--- src/rtl/fpq_led8_clk_div.sv ---
// Divider: counts 0..HALF_COUNT-1, toggles clk_1hz on each wrap, and flags
// the wrap that takes clk_1hz from 0 to 1 as the chaser step event.
module fpq_led8_clk_div #(
  parameter int HALF_COUNT = 25_000_000,
  parameter int CNT_W      = 25
) (
  input  logic clk,
  input  logic rst_n,
  output logic clk_1hz,
  output logic tick
);

  localparam logic [CNT_W-1:0] CNT_LAST = CNT_W'(HALF_COUNT - 1);
  localparam logic [CNT_W-1:0] CNT_ONE  = CNT_W'(1);

  logic [CNT_W-1:0] cnt;
  logic             wrap;

  assign wrap = (cnt == CNT_LAST);
  // Step on the same edge that clk_1hz rises, so no extra latency to the LEDs.
  assign tick = wrap & ~clk_1hz;

  // Free-running half-period counter and divided clock toggle.
  always_ff @(posedge clk or negedge rst_n) begin
    if (!rst_n) begin
      cnt     <= '0;
      clk_1hz <= 1'b0;
    end else if (wrap) begin
      cnt     <= '0;
      clk_1hz <= ~clk_1hz;
    end else begin
      cnt     <= cnt + CNT_ONE;
    end
  end

endmodule

--- src/rtl/fpq_led8.sv ---
// Board-top clock divider and 8-LED back-and-forth chaser. Everything runs on
// clk_50mhz; clk_1hz is only an output.
module fpq_led8 #(
  parameter int HALF_COUNT = 25_000_000,
  parameter int CNT_W      = 25
) (
  input  logic       clk_50mhz,
  input  logic       start,
  output logic       clk_1hz,
  output logic [7:0] led
);

  localparam logic [7:0] LED_FIRST = 8'h01;
  localparam logic [7:0] LED_LAST  = 8'h80;

  typedef enum logic {UP = 1'b0, DOWN = 1'b1} dir_t;

  dir_t       state_q, state_d;
  logic [7:0] led_q, led_d;
  logic       tick;
  logic       one_hot;

  fpq_led8_clk_div #(
    .HALF_COUNT(HALF_COUNT),
    .CNT_W     (CNT_W)
  ) u_div (
    .clk    (clk_50mhz),
    .rst_n  (start),
    .clk_1hz(clk_1hz),
    .tick   (tick)
  );

  // Exactly one bit set: nonzero and clearing the lowest set bit leaves zero.
  assign one_hot = (led_q != 8'h00) && ((led_q & (led_q - 8'h01)) == 8'h00);

  // Direction and LED position registers.
  always_ff @(posedge clk_50mhz or negedge start) begin
    if (!start) begin
      state_q <= UP;
      led_q   <= LED_FIRST;
    end else begin
      state_q <= state_d;
      led_q   <= led_d;
    end
  end

  // Shift one place per tick, flipping direction as an end is reached so the
  // end positions are shown for a single step. Illegal patterns recover to 01.
  always_comb begin
    state_d = state_q;
    led_d   = led_q;
    if (tick) begin
      if (!one_hot) begin
        led_d   = LED_FIRST;
        state_d = UP;
      end else if (state_q == UP) begin
        led_d = led_q << 1;
        if (led_d == LED_LAST) state_d = DOWN;
      end else begin
        led_d = led_q >> 1;
        if (led_d == LED_FIRST) state_d = UP;
      end
    end
  end

  assign led = led_q;

endmodule

--- config.mk ---
export PLATFORM = sky130hd
export DESIGN_NAME = fpq_led8
export DESIGN_NICKNAME = d
export VERILOG_FILES = /design/src/rtl/fpq_led8_clk_div.sv /design/src/rtl/fpq_led8.sv
export SDC_FILE = /design/constraint.sdc
export NUM_CORES = 1
export LEC_CHECK = 0
export CORE_MARGIN = 10
export CORE_UTILIZATION = 52
export CTS_CLUSTER_SIZE = 40
export DETAILED_ROUTE_END_ITERATION = 8
export GPL_TIMING_DRIVEN = 1
export PLACE_DENSITY = 0.8
export SYNTH_ARGS = -nofsm -noshare
export SYNTH_HDL_FRONTEND = slang
export SYNTH_SLANG_ARGS = --single-unit
--- constraint.sdc ---
create_clock -name clk_50mhz -period 2 [get_ports clk_50mhz]
set_clock_uncertainty 0.15 [all_clocks]
set_input_delay 0.5 -clock clk_50mhz [delete_from_list [all_inputs] [get_ports clk_50mhz]]
set_output_delay 0.5 -clock clk_50mhz [all_outputs]
set_load 0.01 [all_outputs]
# Word level (Yosys, flattened, before mapping)
# Index checks and enable logic that the tools add are counted.
[totals]
ff_bits = 35
input_bits = 2
out_inout_bits = 9
elab_cells = 22
[classes]
n_addsub = 2
n_eq_ne = 3
mux = 7
n_bitwise = 3
reduce_logical = 3
[op_table]
columns = ["operator", "count"]
rows = [
  ["adder 25 x 1 -> 25 bit, second input constant", 1],
  ["== test 25 bit, second input constant", 1],
  ["two-way mux 25 bit", 1],
  ["two-way mux 8 bit", 2],
  ["AND 8 bit", 1],
  ["logical NOT 8 bit", 1],
  ["nonzero test 8 bit", 1],
  ["subtractor 8 x 1 -> 8 bit, second input constant", 1],
  ["== test 7 x 1 -> 1 bit, second input constant", 1],
  ["== test 7 bit, second input constant", 1],
  ["two-way mux 1 bit", 4],
  ["AND 1 bit", 1],
  ["logical AND 1 bit", 1],
  ["inverter 1 bit", 1],
]

# Longest topological paths before layout
# Gate-level depths: netlist of run 1.
[depth]
depth_word = 5
mapped_depth = 7
depth_no_buf = 6

# By module
# A second synthesis of run 1 with hierarchy kept.
[hier_totals]
hier_cells = 175
hier_area_um2 = 1840.5
[modules_own_cells]
columns = ["module", "n_inst", "cells_per_inst", "area_per_inst_um2", "seq_area_each_um2"]
rows = [
  ["fpq_led8_clk_div", 1, 128, 1335.0, 650.6],
  ["fpq_led8", 1, 47, 505.5, 226.5],
]

# Least setup slack after synthesis of run 1
# No wires, ideal clock.
[synth_timing]
path_type = "reg2reg"
start = "reg u_div.cnt[0]"
end = "reg led_q[7], in the netlist led[7]"
setup_time_ns = 0.104
t_arrival_ns = 1.819
required_ns = 1.746
path_slack_ns = -0.073
stages_incl_launch_ff = 7
n_path_buf = 1
period_less_slack_ns = 2.073
path_cell_list = "dfrtp_1 > ha_1 > nand4_2 > or2_4 > or4_4 > buf_6 > o41ai_2"
[synth_via]
elab_chain_cells = 2
[synth_rtl]
columns = ["item", "line_no", "rtl"]
rows = [
  ["start, declared", "fpq_led8_clk_div.sv:16", "logic [CNT_W-1:0] cnt;"],
  ["start signal, assigned", "fpq_led8_clk_div.sv:32", "cnt <= cnt + CNT_ONE;"],
  ["== test 25 bit", "fpq_led8_clk_div.sv:19", "assign wrap = (cnt == CNT_LAST);"],
  ["AND 1 bit", "fpq_led8_clk_div.sv:21", "assign tick = wrap & ~clk_1hz;"],
  ["end signal, assigned", "fpq_led8.sv:43", "led_q <= led_d;"],
  ["end, declared", "fpq_led8.sv:19", "logic [7:0] led_q, led_d;"],
]
# Every way passes these cells.
# A chain may end at the register's enable or synchronous reset.

# Final worst setup path of run 1
[layout_timing]
start = "reg led_q[0], in the netlist led[0]"
end = "reg led_q[7], in the netlist led[7]"
[layout_via]
elab_chain_cells = 5
word_cells_on_any_way = 6
cone_classes = "add/sub (1); mux (1); bitwise (1); reduce/logical (3)"
[layout_rtl]
columns = ["item", "line_no", "rtl"]
rows = [
  ["subtractor 8 x 1 -> 8 bit", "fpq_led8.sv:34", "assign one_hot = (led_q != 8'h00) && ((led_q & (led_q - 8'h01)) == 8'h00);"],
  ["AND 8 bit", "fpq_led8.sv:34", ""],
  ["logical NOT 8 bit", "fpq_led8.sv:34", ""],
  ["logical AND 1 bit *", "fpq_led8.sv:34", ""],
  ["two-way mux 8 bit *", "fpq_led8.sv:53", "if (!one_hot) begin"],
]
# Every way passes the cells marked *; elsewhere a longest branch is shown, timed or not.

==> qor.csv, run 1 <==
stage;metric;value;unit
status;status;complete, but fails checks;
setup_path;highest cell delay on the worst timing path;380;ps
grt;antenna violations before repair;0;
synth;top cell type's share of synthesized area;46.8;%
setup_path;Bufs and invs on worst path;2;
route;initial DRC count;174;
setup_path;CP top delay family;simple AND/OR/NAND/NOR gates;
setup_path;CP Class;register to register;
clocking;CTS Root Cell;clkbuf_4;
finish;NumNets Final;237;
place;half-perimeter wire length after placement;2.92;mm
floorplan;Starting Density;54.1;%
worst_hold_path;type of the tightest min-delay check;register to register;
power;combinational fraction of design power;1.4;%
finish;fin util;70.2;%
power;Switching Fraction;20.8;%
synth;area leader, netlist;dfrtp_1;
route;routed wire length;4.62;mm
grt;grt total ovfl;0;
sta;Hold Slack;374;ps
status;failing checks;setup timing;
finish;fraction of layout cells with a size suffix above 1;27.7;%
floorplan;height of the die;79.1;um
clocking;Sink Count;35;
setup_path;most used cell, CP;buf_4;
floorplan;I/O pin cnt;11;
route;routed len/inst;16.5;um
setup_path;WP data required;2090;ps
synth;Syn. warnings;0;
clocking;clk buf depth;2;
floorplan;Die ar.;0.00626;sq mm
synth;Seq/Total Area, Yosys;48.2;%
place;# port buffers;10;
setup_path;CP Capture Type;register;
setup_path;CP cell instances;buf_4 -> nor3_2 -> buf_4 -> nand4b_1 -> nand2_1 -> o21ai_0 -> o41ai_2;
grt;GRT Total Usage;14.0;%
power;Pint;917;uW
finish;fillers;256;
setup_path;worst-path cell with the longest stage delay;dfstp_2;
grt;vias in the first global route;1559;
sta;Worst Setup Slack, final;-7.64;ps
synth;Yosys cell types;42;
worst_hold_path;hold_sp;u_div.cnt[23];
power;leakage;0.00110;uW
route;Antenna Nets Post-Route;0;
route;DRT Pass-1 Iters;4;
setup_path;Setup crit start;led[0];
sta;final max-slew violation count;0;
route;via total after detailed routing;1622;
sta;RSZ-0062 raised after global routing;true;
sta;min Tclk post-route;2010;ps
power;part of the power in the clock network;37.5;%
sta;final setup fails;1;
sta;Slew @ Worst Pin;501;ps
synth;Cells after Synth;188;
clocking;worst-skew pair later-pin latency;340;ps
clocking;Clock Pin Slew Worst Setup and Hold Paths;100;ps
setup_path;critical path data arrival time;2100;ps
job;Max Cap Viol;0;
floorplan;row count;21;
sta;Tcrit/Tclk final;100;%
power;worst vdd ir;0.000407;V
grt;largest net degree at the start of global routing;36;
clocking;CTS tree;done;
sta;Slew Limit Headroom;66.3;%
power;switching power;240;uW
synth;top post-synthesis cells by area;dfrtp_1 (47%), xor2_1 (6.7%), nand2_1 (4.3%);
route;Vias/cell;5.77;
setup_path;crit-path max FO;8;
clocking;H-tree depth;2;
sta;final hold violations;0;
clocking;Num CTS Buffers;5;
setup_path;CP Launch Type;register;
floorplan;Die X;79.1;um
synth;Net Count, Synth;191;
place;GP Congestion;0.942;
grt;first-pass GRT wire length;7.19;mm
finish;number of diodes;0;
finish;Area Overhead vs Synth;29.9;%
power;power per cell area;490;mW/mm^2
clocking;hold buffers post-CTS;0;
floorplan;CORE AREA;0.00336;sq mm
sta;fmax;498;MHz
route;Remaining DRCs;0;
synth;mean post-synth cell area;9.67;sq um
synth;Mapped Area;0.00182;sq mm
synth;FF+latch count, synth;35;
setup_path;RR Startpoint;led[0];
power;Seq pwr share;61.1;%
## layout make-up
class                           instances  area [sq um]  share of cell area (%)
Clock buffer                            8          68.8                    2.91
Multi-Input combinational cell        143           977                    41.4
Tap cell                               46          57.6                    2.44
Timing Repair Buffer                   45           360                    15.3
Inverter                                4          15.0                   0.636
Sequential cell                        35           882                    37.4
## synth_stat cells
master     instances
dfrtp_1           34
nand2_1           21
nor2_1            21
xor2_1            14
o21ai_0           10
and3_1             9
nand3_1            9
xnor2_1            8
mux2i_1            6
nand4_1            5
nor3_1             5
a21oi_1            4
clkbuf_1           4
inv_1              4
a31oi_1            3
nor4_1             3
and2_1             2
nand4b_1           2
a211oi_1           1
a221oi_1           1
a31o_2             1
buf_1              1
buf_2              1
buf_6              1
dfstp_2            1
ha_1               1
nand4_2            1
nor2b_1            1
nor3_2             1
nor4_2             1
nor4b_1            1
o2111ai_1          1
o211ai_1           1
o21a_1             1
o221ai_1           1
o22ai_1            1
o2bb2ai_1          1
o41ai_2            1
or2_1              1
or2_4              1
or4_1              1
or4_4              1
## layout by cell type, fill, tap and decap left out, drive strengths merged, types with 2 or more instances in the layout
cell,n
or4,3
or2,2
inv,4
buf,35
nand2,21
a21oi,4
nand3,9
mux2i,6
nor2,21
nor4,4
nand4,6
clkbuf,8
xnor2,8
nand4b,2
dfrtp,34
xor2,14
o21ai,10
a31oi,3
and2,2
and3,9
dlygate4sd2,4
nor3,6
clkdlybuf4s50,5
## per-stage QoR
stage	cell area, sq um	setup slack, ps	total power (uW)	TNS, ps	std cells
finish	2360	-7.64	1160	-7.64	281
global route	2360	-75.8	1200	-458	281
CTS	2270	3.57	1170	0	277
detailed placement	2100	-26.1	738	-45.2	258
global placement	2100	65.5	738	0	258
floorplan	1820	3.42	721	0	188
## flip-flops by register name (all words and copies together), names as in the netlist
register	count
led	8
state_q	1
u_div.cnt	25
u_div.clk_1hz	1
## kinds of logic after synthesis
logic type / Yosys count / share of synthesized area (%)
mux: 6 / 3.30
xor+xnor: 22 / 10.6
fa+ha+maj: 1 / 0.688
flops: 35 / 48.2
compound gates: 27 / 9.77
simple gates: 86 / 24.6
buf+inv: 11 / 2.75
## worst paths after layout
kind / end / slack, ps / depth (start not counted)
max: led[7] / -8 / 7
min: u_div.cnt[23] / 370 / 1
max reg2reg: led[7] / -8 / 7
min reg2reg: u_div.cnt[23] / 370 / 1
max in group asynchronous: led[0] / 970 / 2
min in group asynchronous: led[1] / 400 / 2
## per-layer routing
layer  global-route usage, %  routed length (um)  vias to the layer above
met4                    7.71                 163                        0
met2                    22.9                2310                       66
met3                    4.28                 296                       15
met1                    15.8                1850                      781
li1                        -                   -                      760
met5                       0                   0                        -
## repair_timing
item,in CTS,in global routing
pin swaps,3,9
cloned,0,1
gates resized for setup,11,16
setup endpoints to repair,12,10
buffers inserted,11,3
## power groups by stage
stage / combinational [uW] / clock, uW / sequential (uW)
after floorplan: 0.000364 / 0 / 721
after global placement: 16.8 / 0 / 721
after detailed placement: 17.0 / 0 / 721
after CTS: 16.9 / 447 / 707
after global routing: 18.8 / 469 / 707
final: 16.0 / 434 / 707
Note: power is estimated with default switching activity, not from simulation.
==> run 2, diff against run 1 <==
CORE_ASPECT_RATIO = 1.4   (was unset)
MAX_ROUTING_LAYER = met4   (was unset)
==> qor.csv, run 2 (synthesized netlist as in run 1, its figures left out) <==
stage;metric;value;unit;change
setup_path;CP Capture Type;register;;
grt;GRT Total Usage;14.1;%;+0.12 points
setup_path;Bufs and invs on worst path;1;;-1
finish;commonest non-fill, non-tap cell in the layout;dfrtp_1;;
floorplan;CORE AREA;0.00338;sq mm;+0.45%
sta;setup TNS;0;ps;+7.64 ps
floorplan;row count;25;;+19%
route;Remaining DRCs;0;;unchanged
power;worst vdd ir;0.000573;V;+41%
setup_path;crit-path max FO;7;;-1
floorplan;Die X;70.0;um;-12%
finish;Area Overhead vs Synth;29.0;%;
sta;Tcrit/Tclk final;98.6;%;-1.8 points
setup_path;worst-path cell with the longest stage delay;dfrtp_2;;
finish;commonest cells after routing, fill and taps aside;dfrtp_1 (29), buf_4 (26), nand2_1 (21), nor2_1 (21), xor2_1 (14);;
setup_path;Register-to-Register Path Depth;6;;-1
finish;Sequential cell area;883;sq um;+0.14%
grt;largest net degree at the start of global routing;36;;unchanged
finish;Reg with most FFs;u_div.cnt;;
finish;Multi-input gate area;957;sq um;-2.0%
clocking;Sink Count;35;;unchanged
setup_path;critical path depth;6;;-1
power;total power;1300;uW;+12%
finish;number of diodes;0;;unchanged
place;half-perimeter wire length after placement;2.89;mm;-1.0%
clocking;clk buf depth;2;;unchanged
finish;NumNets Final;230;;-3.0%
route;initial DRC count;115;;-34%
setup_path;RR Startpoint;led[7];;
clocking;worst-skew pair later-pin latency;300;ps;-40 ps
sta;Slew @ Worst Pin;459;ps;-42.1 ps
clocking;H-tree depth;2;;unchanged
floorplan;I/O pin cnt;11;;unchanged
setup_path;CP Launch Type;register;;
sta;RSZ-0062 raised after global routing;true;;
setup_path;Setup crit start;led[7];;
clocking;hold buffers post-CTS;0;;unchanged
worst_hold_path;type of the tightest min-delay check;register to register;;
setup_path;critical path data arrival time;2030;ps;-70 ps
setup_path;flop-to-flop setup slack;30;ps;+40 ps
finish;fraction of layout cells with a size suffix above 1;24.1;%;-3.5 points
status;status;finished clean;;
setup_path;CP endpoint;led[6];;
grt;vias in the first global route;1635;;+4.9%
power;leakage;0.00109;uW;-0.91%
finish;fin util;69.4;%;-0.79 points
grt;first-pass GRT wire length;7.29;mm;+1.4%
power;power per cell area;555;mW/mm^2;+13%
floorplan;Die ar.;0.00629;sq mm;+0.53%
route;DRT Pass-1 Iters;4;;unchanged
floorplan;height of the die;90.0;um;+14%
clocking;Num CTS Buffers;5;;unchanged
setup_path;highest cell delay on the worst timing path;450;ps;+70 ps
setup_path;WP data required;2050;ps;-40 ps
clocking;Clock Pin Slew Worst Setup and Hold Paths;80;ps;-20 ps
sta;final hold violations;0;;unchanged
finish;max FFs per register;25;;unchanged
sta;Hold Slack;364;ps;-9.42 ps
route;routed wire length;4.36;mm;-5.8%
sta;min Tclk post-route;1970;ps;-35.2 ps
sta;final max-slew violation count;0;;unchanged
setup_path;CP cell instances;buf_4 -> o21ai_0 -> nand2_1 -> a221oi_2 -> o211ai_1 -> o22ai_1;;
sta;fmax;507;MHz;+1.8%
floorplan;Starting Density;53.8;%;-0.24 points
finish;fillers;253;;-1.2%
place;GP Congestion;0.936;;-0.56%
route;via total after detailed routing;1590;;-2.0%
route;Vias/cell;5.93;;+2.8%
sta;Slew Limit Headroom;69.3;%;+3.0 points
grt;grt total ovfl;0;;unchanged
place;# port buffers;10;;unchanged
clocking;CTS tree;done;;
sta;final setup fails;0;;-1
clocking;CTS Root Cell;clkbuf_8;;
route;Antenna Nets Post-Route;0;;unchanged
job;Max Cap Viol;0;;unchanged
grt;antenna violations before repair;0;;unchanged
setup_path;CP Class;register to register;;
route;routed len/inst;16.3;um;-1.2%
setup_path;CP top delay family;compound AO/OA/AOI/OAI gates;;
setup_path;FF-to-FF End;led[6];;
## run 2: changes by cell type in the layout (fill, tap and decap cells not counted), sizes merged
cell           change
dlygate4sd2        -3
buf                -7
clkdlybuf4s50      +2
dlymetal6s2s       +1
## run 2: cell type report
| type | instances | share of cell area [%] |
|---|---|---|
| multi-input cells | 143 | 40.8 |
| flip-flops and latches | 35 | 37.7 |
| repair buffers | 38 | 14.5 |
| clock buffers | 8 | 4.27 |
| well taps | 40 | 2.13 |
| inverters | 4 | 0.640 |
## run 2: how the worst min path moves through the flow
stage | start | endpoint | slack, ps | cells after the start
after floorplan | start | led[1] | 50 | 0
after global placement | u_div.cnt[7] | u_div.cnt[7] | 340 | 1
after detailed placement | u_div.cnt[7] | u_div.cnt[7] | 350 | 1
after CTS | u_div.cnt[7] | u_div.cnt[7] | 360 | 1
after global routing | u_div.cnt[23] | u_div.cnt[23] | 390 | 1
final | u_div.cnt[7] | u_div.cnt[7] | 360 | 1
## run 2: worst register-to-register path: stages, from the launching register on
cell and delay [ps]:
dfrtp_2 450, buf_4 160, o21ai_0 170, nand2_1 90, a221oi_2 330, o211ai_1 290
o22ai_1 240
## run 2: routing by layer
layer | wire length (um) | vias to the layer above | track usage, %
li1 | - | 739 | -
met1 | 1680 | 788 | 13.1
met2 | 2320 | 45 | 25.1
met3 | 210 | 18 | 4.40
met4 | 147 | 0 | 7.10
met5 | 0 | - | -
## run 2: stage by stage
step | std cells | instance area [sq um] | setup WS [ps]
2_1_floorplan | 188 | 1820 | 3.42
3_3_place_gp | 249 | 2080 | 69.5
3_5_place_dp | 249 | 2080 | 21.3
4_1_cts | 259 | 2210 | 2.50
5_1_grt | 268 | 2340 | -99.3
6_report | 268 | 2340 | 27.5
## run 2: repair_timing
| action | 4_1_cts | 5_1_grt |
|---|---|---|
| buffers inserted | 2 | 8 |
| endpoints found under the setup margin | 9 | 28 |
| resized for setup | 7 | 15 |
| pin swaps | 0 | 4 |
| gates cloned | 0 | 1 |
## run 2: where the power goes
part / total (uW) / switching, uW / internal, uW
clock: 574 / 260 / 314
combinational: 19.4 / 13.6 / 5.74
sequential: 708 / 0 / 708
total: 1300 / 273 / 1030
==> run 3, diff against run 2 <==
CAP_MARGIN = 20   (was unset)
==> results of run 3 <==
No change in the layout: final DEF, timing and power equal those of run 2.
